<file path="config.mk">
export PLATFORM = sky130hd
export DESIGN_NAME = scan_scheduler
export DESIGN_NICKNAME = d
export VERILOG_FILES = /design/src/rtl/scan_scheduler.sv
export SDC_FILE = /design/constraint.sdc
export NUM_CORES = 1
export LEC_CHECK = 0
export CAP_MARGIN = 20
export CELL_PAD_IN_SITES_DETAIL_PLACEMENT = 0
export CELL_PAD_IN_SITES_GLOBAL_PLACEMENT = 1
export CORE_ASPECT_RATIO = 0.5
export CORE_UTILIZATION = 36
export CTS_CLUSTER_DIAMETER = 120
export DETAILED_ROUTE_END_ITERATION = 8
export GPL_TIMING_DRIVEN = 0
export PLACE_DENSITY = 0.78
export SLEW_MARGIN = 20
export SYNTH_ARGS = -nofsm -noshare
export SYNTH_HDL_FRONTEND = slang
export SYNTH_SLANG_ARGS = --single-unit
</file>
<file path="constraint.sdc">
create_clock -name clock -period 3.5 [get_ports clock]
set_input_delay 0.525 -clock clock [delete_from_list [all_inputs] [get_ports clock]]
set_output_delay 0.525 -clock clock [all_outputs]
set_load 0.05 [all_outputs]
</file>
<file path="src/rtl/scan_scheduler.sv">
`timescale 1ns/1ps
// Scan scheduler: walks one LiDAR scan beam by beam, skips out-of-range samples
// and hands each valid beam (range, angle) to a busy/start handshaked ray tracer.
module scan_scheduler #(
  parameter int unsigned N_BEAMS = 360,
  parameter int unsigned ADDR_W  = 9
) (
  input  logic              clock,
  input  logic              reset,
  input  logic              scan_start,
  input  logic [31:0]       angle_min,
  input  logic [31:0]       angle_step,
  input  logic [31:0]       range_max,
  output logic [ADDR_W-1:0] scan_addr,
  input  logic [31:0]       scan_rdata,
  input  logic              bres_busy,
  output logic              bres_start,
  output logic [31:0]       bres_magnitude,
  output logic [31:0]       bres_angle,
  output logic              busy,
  output logic              scan_done,
  output logic [ADDR_W:0]   beams_traced
);

  localparam int unsigned CNT_W  = ADDR_W + 1;
  localparam int unsigned DATA_W = 32;

  localparam logic [2:0] S_IDLE    = 3'd0;
  localparam logic [2:0] S_FETCH   = 3'd1;
  localparam logic [2:0] S_CHECK   = 3'd2;
  localparam logic [2:0] S_LAUNCH  = 3'd3;
  localparam logic [2:0] S_WAIT_HI = 3'd4;
  localparam logic [2:0] S_WAIT_LO = 3'd5;
  localparam logic [2:0] S_DONE    = 3'd6;

  logic [2:0]        r_state,  w_state;
  logic [ADDR_W-1:0] r_idx,    w_idx;
  logic              r_start,  w_start;
  logic [DATA_W-1:0] r_mag,    w_mag;
  logic [DATA_W-1:0] r_angle,  w_angle;
  logic              r_busy,   w_busy;
  logic              r_done,   w_done;
  logic [CNT_W-1:0]  r_traced, w_traced;
  logic [DATA_W-1:0] r_step,   w_step;
  logic [DATA_W-1:0] r_rmax,   w_rmax;

  logic w_valid;
  logic w_last;
  logic w_advance;

  assign w_valid = (scan_rdata != '0) && (scan_rdata <= r_rmax);
  assign w_last  = (r_idx == ADDR_W'(N_BEAMS - 1));

  // Next-state and next-output logic; every output is registered below.
  always_comb begin
    w_state   = r_state;
    w_idx     = r_idx;
    w_start   = 1'b0;
    w_mag     = r_mag;
    w_angle   = r_angle;
    w_busy    = r_busy;
    w_done    = 1'b0;
    w_traced  = r_traced;
    w_step    = r_step;
    w_rmax    = r_rmax;
    w_advance = 1'b0;

    case (r_state)
      S_IDLE: begin
        if (scan_start) begin
          w_angle  = angle_min;
          w_step   = angle_step;
          w_rmax   = range_max;
          w_idx    = '0;
          w_traced = '0;
          w_busy   = 1'b1;
          w_state  = S_FETCH;
        end
      end
      S_FETCH: w_state = S_CHECK;
      S_CHECK: begin
        if (w_valid) begin
          w_mag   = scan_rdata;
          w_state = S_LAUNCH;
        end else begin
          w_advance = 1'b1;
        end
      end
      S_LAUNCH: begin
        if (!bres_busy) begin
          w_start  = 1'b1;
          w_traced = r_traced + CNT_W'(1);
          w_state  = S_WAIT_HI;
        end
      end
      S_WAIT_HI: begin
        if (bres_busy) w_state = S_WAIT_LO;
      end
      S_WAIT_LO: begin
        if (!bres_busy) w_advance = 1'b1;
      end
      S_DONE:  w_state = S_IDLE;
      default: w_state = S_IDLE;
    endcase

    // Shared beam-advance step for skipped and completed beams.
    if (w_advance) begin
      if (w_last) begin
        w_done  = 1'b1;
        w_busy  = 1'b0;
        w_state = S_DONE;
      end else begin
        w_idx   = r_idx + ADDR_W'(1);
        w_angle = r_angle + r_step;
        w_state = S_FETCH;
      end
    end
  end

  always_ff @(posedge clock) begin
    if (!reset) begin
      r_state  <= S_IDLE;
      r_idx    <= '0;
      r_start  <= 1'b0;
      r_mag    <= '0;
      r_angle  <= '0;
      r_busy   <= 1'b0;
      r_done   <= 1'b0;
      r_traced <= '0;
      r_step   <= '0;
      r_rmax   <= '0;
    end else begin
      r_state  <= w_state;
      r_idx    <= w_idx;
      r_start  <= w_start;
      r_mag    <= w_mag;
      r_angle  <= w_angle;
      r_busy   <= w_busy;
      r_done   <= w_done;
      r_traced <= w_traced;
      r_step   <= w_step;
      r_rmax   <= w_rmax;
    end
  end

  assign scan_addr      = r_idx;
  assign bres_start     = r_start;
  assign bres_magnitude = r_mag;
  assign bres_angle     = r_angle;
  assign busy           = r_busy;
  assign scan_done      = r_done;
  assign beams_traced   = r_traced;

endmodule

</file>
==> reports/metrics.cfg <==
[run_status]
outcome = finished, final reports clean

[critical_path]
critPathArrivalTime_ns = 3.71
cp.required_ns = 3.87
critPathMaxFanout = 7
max_stage_delay_ns = 0.57
critPathKind = in -> reg
cp-end-kind = flop
startpoint_type = input port
ff2ff_setup_slack_ns = 0.36
reg2reg_depth = 12
critical-path-slowest-cell = or4b_1
cp_cell_sequence = clkdlybuf4s50_1 > ha_1 > nand4_1 > or4_1 > o21ai_1 > a2111oi_4 > or3_1 > or4b_1 > o211ai_2
r2r_start = bres_angle[0]
timing.rr.end = bres_angle[30]

[timing]
fmax_mhz = 299
period_minus_slack_ns = 3.34
setup_violations = 0
tns_ns = 0
fin_crit_sh_pct = 95.5
hold_violations = 0
tightest_slew_ns = 0.885
skew_ns = 0.00855
finalWorstSetupSlack_ns = 0.159
slew_headroom_pct = 40.5
rsz0062_at_grt = no
slew_viol_final = 0

[clocking]
ctsLongestPathBuffers = 2
cts.sinks = 153
cts_buffers = 17
htreeDepth = 4
cts_tree = yes
cts.root.buffer_cell = clkbuf_16
clkTransAtPathRegs_ns = 0.06
clock_latency_ns = 0.44

[cells_and_area]
antennaDiodeCount = 0
drive_gt1_share_pct = 4.30
fillerInstances = 2308
area_delta_synth_final_pct = 37.3
design_area_um2 = 11900
finalNetCount = 1510
final-seq-area_um2 = 3060
finalNonFillerCells = 1632
multi_input_comb_area_um2 = 5260

[min_path]
hold_end = r_rmax[12]
min_from = r_rmax[12]
min_path_cells = 2
hp-class = reg -> reg

[global_route]
antenna_found_initial = 0
grt_overflow = 0
grt_max_degree = 17
grtUsageTotal_pct = 22.4
grtUsageMet3_pct = 4.46
grt_pass1_wl_um = 43900
grt_util_met2_pct = 37.6
grt_pass1_vias = 8357
met1_usage_pct = 28.8
grt.busiest_layer = met2

[floorplan]
row_count = 39
ioPinCount = 218
core_um2 = 23200
die_y_um = 112
dieWidth_um = 221
initial_core_util_pct = 37.3
dieArea_um2 = 24700

[yosys]
netlist_area_um2 = 8640
synthTopCellsByCount = 252 x nand2_1, 153 x dfxtp_1, 67 x a21boi_0
synth_edf_count = 0
synth_seq_cells = 153
ys.flop_type = dfxtp_1
synth_top_cell_by_area = dfxtp_1
synth.area.top_cells = dfxtp_1 35%, nand2_1 11%, ha_1 9.4%, a21boi_0 5.8%, mux2i_1 4.3%
syn-num-nets = 1275
ys_types = 57
ys_warn_count = 0
synth_most_common_cell = nand2_1
synthCells = 1077
async_reset_ff_share_pct = 0
ys_seq_area_share_pct = 35.4
avgSynthCellArea_um2 = 8.03
synth_top_area_share_pct = 35.4

[placement]
place_area_um2 = 11200
pre_cts_slack_ns = -0.715
dp_cells = 1600
gp_congestion = 0.845
io_buffer_count = 216
dpl.hpwl_um = 21100

[run]
max-cap-violations = 0

[routing]
vias = 8440
post-route-drc-count = 0
viasPerCell = 5.17
dr.first_iter.drc_count = 450
totalWireLength_um = 27300
antenna_left = 0
drt_pass1_iterations = 5
wl_per_cell_um = 16.7

[power_and_ir_drop]
total_power_mw = 5.34
power_density_nw_per_um2 = 450
vdd_drop_max_v = 0.000347
power_leakage_nw = 4.71

[where the power goes]
part           leakage (nW)  internal, mW  switching (mW)  total [mW]
registers              1.25          1.87          0.0968        1.97
logic                  3.17         0.577           0.869        1.45
clock network         0.296          1.15           0.768        1.92
total                  4.71          3.60            1.73        5.34
[layer usage]
| metal | part of all wire (%) | wire length [um] |
|---|---|---|
| met1 | 47 | 12900 |
| met2 | 47 | 12800 |
| met3 | 3.6 | 981 |
| met4 | 2.1 | 581 |
| met5 | 0 | 0 |
[worst max-delay path by stage]
| stage | cells past startpoint | start | endpoint |
|---|---|---|---|
| after floorplan | 12 | bres_angle[0] | bres_angle[28] |
| after detailed placement | 11 | scan_rdata[7] | bres_angle[10] |
| after global placement | 11 | scan_rdata[7] | bres_angle[14] |
| after CTS | 13 | scan_rdata[7] | bres_magnitude[1] |
| final | 9 | scan_rdata[14] | bres_angle[31] |
| after global routing | 10 | scan_rdata[14] | bres_angle[27] |
[cells in the final DEF (no fill, tap or decap), types with 4 or more instances in the layout]
cell type,instances
nor2_1,40
a21o_1,12
and2_1,6
and3_1,16
o211a_1,15
and4_1,4
nand2_1,252
o21ai_0,20
ha_1,65
xor2_1,17
a21boi_0,67
xnor2_1,15
nor2b_1,43
clkbuf_16,17
clkbuf_1,45
nor4_1,8
o211ai_1,6
a21oi_1,50
dfxtp_1,153
nand3_1,44
o21a_1,11
clkdlybuf4s50_1,216
nand2b_1,5
nand4_1,19
clkbuf_2,4
inv_1,42
mux2i_1,37
clkinv_2,5
clkbuf_4,4
nor3_1,14
a31oi_1,6
[kinds of logic (layout without fill, tap and decap cells)]
family	Yosys count	count (layout)	share of synthesized area (%)
and+or+nand+nor	467	467	25.0
AOI/OAI and AO/OA	222	222	18.0
DFF	153	153	35.4
buffers and inverters	100	348	4.44
adders and majority gates	66	66	9.64
muxes	37	37	4.28
xor gates and xnor gates	32	32	3.24
[area by class of cell]
class                           instances  share of cell area (%)
Timing Repair Buffer                  217                    18.3
Sequential cell                       153                    25.8
Multi-Input combinational cell        824                    44.3
Inverter                               42                    1.33
Clock buffer                           20                    3.85
Clock inverter                         12                    1.24
Buffer                                 57                    2.00
Tap cell                              307                    3.24
[what timing repair did]
item | in CTS | in global routing
hold buffers | 0 | 0
setup endpoints to repair | 35 | 70
pin swaps | 0 | 1
gates resized for setup | 4 | 19
setup buffers | 0 | 1
endpoints found under the hold margin | 0 | 0
[critical path, delay by kind of cell]
| kind | cells | cell delay (ns) |
|---|---|---|
| compound gates | 3 | 0.57 |
| simple gates | 4 | 1.76 |
| buf+inv | 1 | 0.50 |
| fa+ha+maj | 1 | 0.35 |
[per-stage QoR]
step | hold WS (ns) | utilization (%)
2_1_floorplan | 0.443 | -
3_3_place_gp | 0.452 | 48.3
3_5_place_dp | 0.458 | 48.3
4_1_cts | 0.467 | 51.0
5_1_grt | 0.486 | 51.2
6_report | 0.464 | 51.2
[registers in the layout, summed over array words and instances (netlist names)]
register,count
beams_traced,10
r_rmax,32
busy,1
bres_start,1
scan_addr,9
r_state,3
scan_done,1
bres_magnitude,32
r_step,32
bres_angle,32
Note: power is estimated with default switching activity, not from simulation.
